`config.mk`:
```
export PLATFORM = sky130hd
export DESIGN_NAME = rst_clear_sched
export DESIGN_NICKNAME = d
export VERILOG_FILES = /design/src/rtl/rst_clear_sched.sv
export SDC_FILE = /design/constraint.sdc
export NUM_CORES = 1
export LEC_CHECK = 0
export BUFFER_PORTS_ARGS = -buffer_cell sky130_fd_sc_hd__clkbuf_2
export CORE_MARGIN = 3
export CORE_UTILIZATION = 44
export DETAILED_ROUTE_END_ITERATION = 8
export GPL_TIMING_DRIVEN = 1
export PLACE_DENSITY_LB_ADDON = 0.15
export SYNTH_ARGS = -nofsm -noshare
export SYNTH_HDL_FRONTEND = slang
export SYNTH_SLANG_ARGS = --single-unit
```
`constraint.sdc`:
```
create_clock -name clk -period 18.9 [get_ports clk]
set_input_delay 2.835 -clock clk [delete_from_list [all_inputs] [get_ports clk]]
set_output_delay 2.835 -clock clk [all_outputs]
set_load 0.02 [all_outputs]
```
`src/rtl/rst_clear_sched.sv`:
```
// Clear scheduler for the register status table: turns multi-hot clear requests into one
// round-robin clear per cycle, and runs a full-table flush walk on branch-mispredict recovery.
module rst_clear_sched #(
    parameter int NUM_ENT   = 32,
    parameter int ADDR_W    = 5,
    parameter int IDLE_ADDR = 31
) (
    input  logic               clk,
    input  logic               reset,
    input  logic [NUM_ENT-1:0] req_vec,
    input  logic               flush,
    input  logic               stall,
    output logic [ADDR_W-1:0]  clr_addr,
    output logic               clr_en,
    output logic [NUM_ENT-1:0] pending,
    output logic               busy,
    output logic               flush_done
);

    localparam logic [ADDR_W-1:0]  IDLE_A   = ADDR_W'(IDLE_ADDR);
    localparam logic [ADDR_W-1:0]  LAST_A   = ADDR_W'(NUM_ENT - 1);
    localparam logic [ADDR_W-1:0]  ZERO_A   = {ADDR_W{1'b0}};
    localparam logic [NUM_ENT-1:0] ZERO_V   = {NUM_ENT{1'b0}};
    localparam logic [NUM_ENT-1:0] ONE_V    = NUM_ENT'(1);

    typedef enum logic [0:0] {
        ST_SERVE = 1'b0,
        ST_FLUSH = 1'b1
    } state_t;

    state_t              state_q, state_d;
    logic [NUM_ENT-1:0]  pending_q, pending_d;
    logic [ADDR_W-1:0]   rr_ptr_q, rr_ptr_d;
    logic [ADDR_W-1:0]   flush_cnt_q, flush_cnt_d;
    logic [ADDR_W-1:0]   clr_addr_q, clr_addr_d;
    logic                clr_en_q, clr_en_d;
    logic                flush_done_q, flush_done_d;

    logic [NUM_ENT-1:0]  cand_s;
    logic [NUM_ENT-1:0]  below_s;
    logic [ADDR_W:0]     pick_s;
    logic                gnt_found_s;
    logic [ADDR_W-1:0]   gnt_idx_s;

    // Scanning offsets from high to low lets the closest set bit at or above ptr win.
    function automatic logic [ADDR_W:0] rr_pick(input logic [NUM_ENT-1:0] vec,
                                                 input logic [ADDR_W-1:0]  ptr);
        logic [ADDR_W-1:0] idx;
        logic [ADDR_W:0]   res;
        res = {1'b0, ZERO_A};
        for (int k = NUM_ENT - 1; k >= 0; k--) begin
            idx = ptr + ADDR_W'(k);
            if (vec[idx]) begin
                res = {1'b1, idx};
            end else begin
                res = res;
            end
        end
        return res;
    endfunction

    assign cand_s      = pending_q | req_vec;
    assign below_s     = (ONE_V << flush_cnt_q) - ONE_V;
    assign pick_s      = rr_pick(cand_s, rr_ptr_q);
    assign gnt_found_s = pick_s[ADDR_W];
    assign gnt_idx_s   = pick_s[ADDR_W-1:0];

    // Next-state logic for arbitration and the flush walk.
    always_comb begin
        state_d      = state_q;
        pending_d    = pending_q;
        rr_ptr_d     = rr_ptr_q;
        flush_cnt_d  = flush_cnt_q;
        clr_en_d     = 1'b0;
        clr_addr_d   = IDLE_A;
        flush_done_d = 1'b0;
        case (state_q)
            ST_SERVE: begin
                if (flush) begin
                    state_d     = ST_FLUSH;
                    flush_cnt_d = ZERO_A;
                    pending_d   = ZERO_V;
                end else if (!stall && gnt_found_s) begin
                    clr_en_d   = 1'b1;
                    clr_addr_d = gnt_idx_s;
                    rr_ptr_d   = gnt_idx_s + ADDR_W'(1);
                    pending_d  = cand_s & ~(ONE_V << gnt_idx_s);
                end else begin
                    pending_d = cand_s;
                end
            end
            ST_FLUSH: begin
                // Entries at or above the walk position will still be cleared by the walk.
                pending_d = pending_q | (req_vec & below_s);
                if (!stall) begin
                    clr_en_d    = 1'b1;
                    clr_addr_d  = flush_cnt_q;
                    flush_cnt_d = flush_cnt_q + ADDR_W'(1);
                    if (flush_cnt_q == LAST_A) begin
                        flush_done_d = 1'b1;
                        state_d      = ST_SERVE;
                        rr_ptr_d     = ZERO_A;
                    end else begin
                        state_d = ST_FLUSH;
                    end
                end else begin
                    flush_cnt_d = flush_cnt_q;
                end
            end
            default: begin
                state_d     = ST_SERVE;
                pending_d   = ZERO_V;
                rr_ptr_d    = ZERO_A;
                flush_cnt_d = ZERO_A;
            end
        endcase
    end

    // State and output registers.
    always_ff @(posedge clk or posedge reset) begin
        if (reset) begin
            state_q      <= ST_SERVE;
            pending_q    <= ZERO_V;
            rr_ptr_q     <= ZERO_A;
            flush_cnt_q  <= ZERO_A;
            clr_en_q     <= 1'b0;
            clr_addr_q   <= IDLE_A;
            flush_done_q <= 1'b0;
        end else begin
            state_q      <= state_d;
            pending_q    <= pending_d;
            rr_ptr_q     <= rr_ptr_d;
            flush_cnt_q  <= flush_cnt_d;
            clr_en_q     <= clr_en_d;
            clr_addr_q   <= clr_addr_d;
            flush_done_q <= flush_done_d;
        end
    end

    assign clr_addr   = clr_addr_q;
    assign clr_en     = clr_en_q;
    assign pending    = pending_q;
    assign flush_done = flush_done_q;
    assign busy       = (pending_q != ZERO_V) || (state_q == ST_FLUSH);

endmodule

```
==> metrics.md <==
| Metric | Value |
|---|---|
| Run status | `finished clean` |
| Post-Syn Nets | `1431` |
| Num rows | `56` |
| Pwr dens | `134 mW/mm^2` |
| Ports | `76` |
| # resized after CTS | `0` |
| Yosys Warn Count | `0` |
| CTS max path bufs | `2` |
| Leak | `3.98 nW` |
| Asr flop ratio synth | `1.00` |
| Synth cell types | `102` |
| GRT overflow | `0` |
| Vias in the first global route | `11700` |
| WHS Path Cells | `1` |
| Clk sink count | `50` |
| Setup WS post-layout | `11.23 ns` |
| Ant diodes | `0` |
| Max Cap Viol | `0` |
| WL/cell | `29.5 microns` |
| Layout Nets | `1448` |
| Slew Viols, Final | `0` |
| Vias per inst | `7.36` |
| Metal3 WL | `5280 microns` |
| Worst-path fanout max | `8` |
| First-pass GRT wire length | `75300 microns` |
| Core Region | `0.0237 sq mm` |
| Pre-CTS WS | `11.08 ns` |
| Tmin final | `7.67 ns` |
| Syn avg cell area | `7.81 sq um` |
| Routed wire length | `50400 microns` |
| Final Skew | `0.00673 ns` |
| Iter 0 DRT Violations | `1614` |
| Crit path kind | `in -> reg` |
| Worst hold path class | `reg -> reg` |
| Hold Buf Count CTS | `0` |
| Power, Total | `1.54 mW` |
| Maximum VDD drop | `99.3 uV` |
| Final hold violation count | `0` |
| Element type at the critical path end | `flop` |
| EDFF count, synth | `0` |
| Top delay family on crit path | `simple AND/OR/NAND/NOR gates` |
| Worst skew pair latency | `0.30 ns` |
| Slew @ Worst Pin | `1.21 ns` |
| Met1 wire length | `19400 microns` |
| FILL cells | `2428` |
| Port bufs | `75` |
| GPL Wtd Cong | `1.10` |
| Clock tree root buffer cell | `clkbuf_16` |
| Initial core utilization | `0.453` |
| Critical path data required time | `19.07 ns` |
| Routed met2 length | `22600 microns` |
| Total number of vias | `12600` |
| Full die area | `0.0263 sq mm` |
| Largest net degree at the start of global routing | `52` |
| Die height | `162 microns` |
| Worst-path clk slew | `0.07 ns` |
| Final setup viols | `0` |
| Crit-path cells | `clkbuf_2 -> nor3b_1 -> nor4_1 -> or4_1 -> mux2_2 -> mux2i_1 -> o211ai_1 -> or4_1 -> o211ai_1 -> a31oi_2 -> or4_1 -> o311ai_1 -> o21ai_1` |
| Pre-antenna DRT Iters | `6` |
| CP Buf/Inv Count | `1` |
| Uppermost routed layer | `met4` |
| Startpoint types | `input pin` |
| Fin Setup TNS | `0 ns` |
| Worst path depth | `13` |
| Antenna Violating Nets Remaining | `0` |
| Share of layout cells above drive strength 1 | `0.210` |
| Period utilisation layout | `0.406` |
| Area grow syn2layout | `6.78%` |
| Sequential share of the synthesized area | `0.117` |
| # DRC | `0` |
| Die W | `162 microns` |
| CTS H-tree depth | `2` |
| Antenna violations before repair | `0` |
| CTS tree | `done` |
| Arr. time, crit path | `7.84 ns` |
| Critical path's largest stage delay | `0.78 ns` |
| RSZ-0062 raised after global routing | `false` |
| Relative slew slack | `0.184` |
| Most used cell, CP | `or4_1` |
| Dpl hpwl | `39100 microns` |
| Tot GR Track Use | `0.375` |
| Synth Instances | `1373` |
| FF+latch count, synth | `50` |
| CP max stage cell | `or4_1` |
| Postcts setup bufs | `0` |
| Max Freq | `130 MHz` |
| Syn Std Cell Area | `0.0107 sq mm` |
| Reg2Reg Depth | `19` |
| Prevailing post-synth register cell | `dfrtp_1` |
| TritonCTS Buffers | `5` |
-- cells in the mapped netlist (all sizes together) (6+ instances only) --
cell type	instances	area share
a21oi	112	0.053
nor3	66	0.035
mux2	12	0.013
nand3	24	0.011
o21bai	6	0.0042
a31oi	8	0.0052
o31ai	27	0.019
nand2b	11	0.0064
mux2i	31	0.029
buf	32	0.023
o21ai	69	0.033
xnor2	36	0.033
nor3b	23	0.023
dfrtp	45	0.10
mux4	65	0.14
or4	19	0.014
and2	12	0.0070
o211ai	18	0.013
and3	7	0.0041
nand2	103	0.036
a2bb2oi	6	0.0049
a2111oi	11	0.011
nor2	144	0.050
a211oi	18	0.013
o311ai	7	0.0057
clkbuf	64	0.022
or3	9	0.0052
a211o	9	0.0073
o21a	11	0.0077
a21o	14	0.0098
inv	22	0.0077
o22ai	18	0.010
ha	22	0.026
a22oi	20	0.014
or2	51	0.030
o32ai	7	0.0057
a22o	10	0.0082
nor4	79	0.047
nor2b	8	0.0047
xor2	11	0.011
o22a	6	0.0049
nand4	7	0.0041
-- power breakdown --
part | leakage [nW] | switching (mW) | internal (mW)
clock network | 0.0971 | 0.0425 | 0.0796
logic | 3.37 | 0.789 | 0.405
registers | 0.520 | 0.0825 | 0.140
-- cell families (layout without fill, tap and decap cells) --
logic type | after synthesis | after routing | synth area share
buffers and inverters | 121 | 139 | 0.0544
and+or+nand+nor | 581 | 581 | 0.292
AOI/OAI and AO/OA | 444 | 444 | 0.289
adders and majority gates | 22 | 22 | 0.0257
muxes | 108 | 108 | 0.178
DFF | 50 | 50 | 0.117
xor gates and xnor gates | 47 | 47 | 0.0436
-- path summary, 6_finish.rpt --
path / endpoint / startpoint / slack (ns)
setup / recovery: pending[29] / req_vec[28] / 11.23
setup reg to reg: pending[27] / rr_ptr_q[1] / 11.81
hold reg to reg: flush_cnt_q[1] / flush_cnt_q[1] / 0.65
hold / removal: flush_cnt_q[1] / flush_cnt_q[1] / 0.65
max in group asynchronous: rr_ptr_q[0] / reset / 15.73
min in group asynchronous: flush_cnt_q[4] / reset / 2.69
-- per-layer routing --
layer  vias up  track usage
li1       5439            -
met1      6008        0.491
met2       944        0.597
met3       188       0.0607
met4         0        0.195
met5         -            0
-- final cells by class --
cell class | instances | area (sq um) | area share
inverter | 25 | 93.8 | 0.00819
tap | 319 | 399 | 0.0348
timing repair buffer | 106 | 608 | 0.0531
clock buffer | 6 | 139 | 0.0121
sequential | 50 | 1260 | 0.110
clock inverter | 2 | 60.1 | 0.00524
multi-input combinational | 1202 | 8890 | 0.776
-- through the flow --
stage	cells	instance area, sq um	hold WS [ns]	util
after floorplan	1373	10700	0.554	-
after global placement	1702	11300	0.614	0.475
after detailed placement	1702	11300	0.632	0.475
after CTS	1710	11500	0.650	0.484
after global routing	1710	11500	0.697	0.484
final	1710	11500	0.650	0.484
-- cell usage in the layout, fill, tap and decap left out, drive strengths merged, types with 36 or more instances in the layout --
cell    count
xnor2      36
mux4       65
nor4       79
nand2     103
nor2      144
o21ai      69
a21oi     112
clkbuf     81
or2        51
nor3       66
dfrtp      45
-- sequential cells by signal, indices dropped and copies added (netlist names) --
name / flops
state_q: 1
pending: 32
flush_done: 1
flush_cnt_q: 5
clr_en: 1
clr_addr: 5
rr_ptr_q: 5
Power figures use the tool's default switching activity.
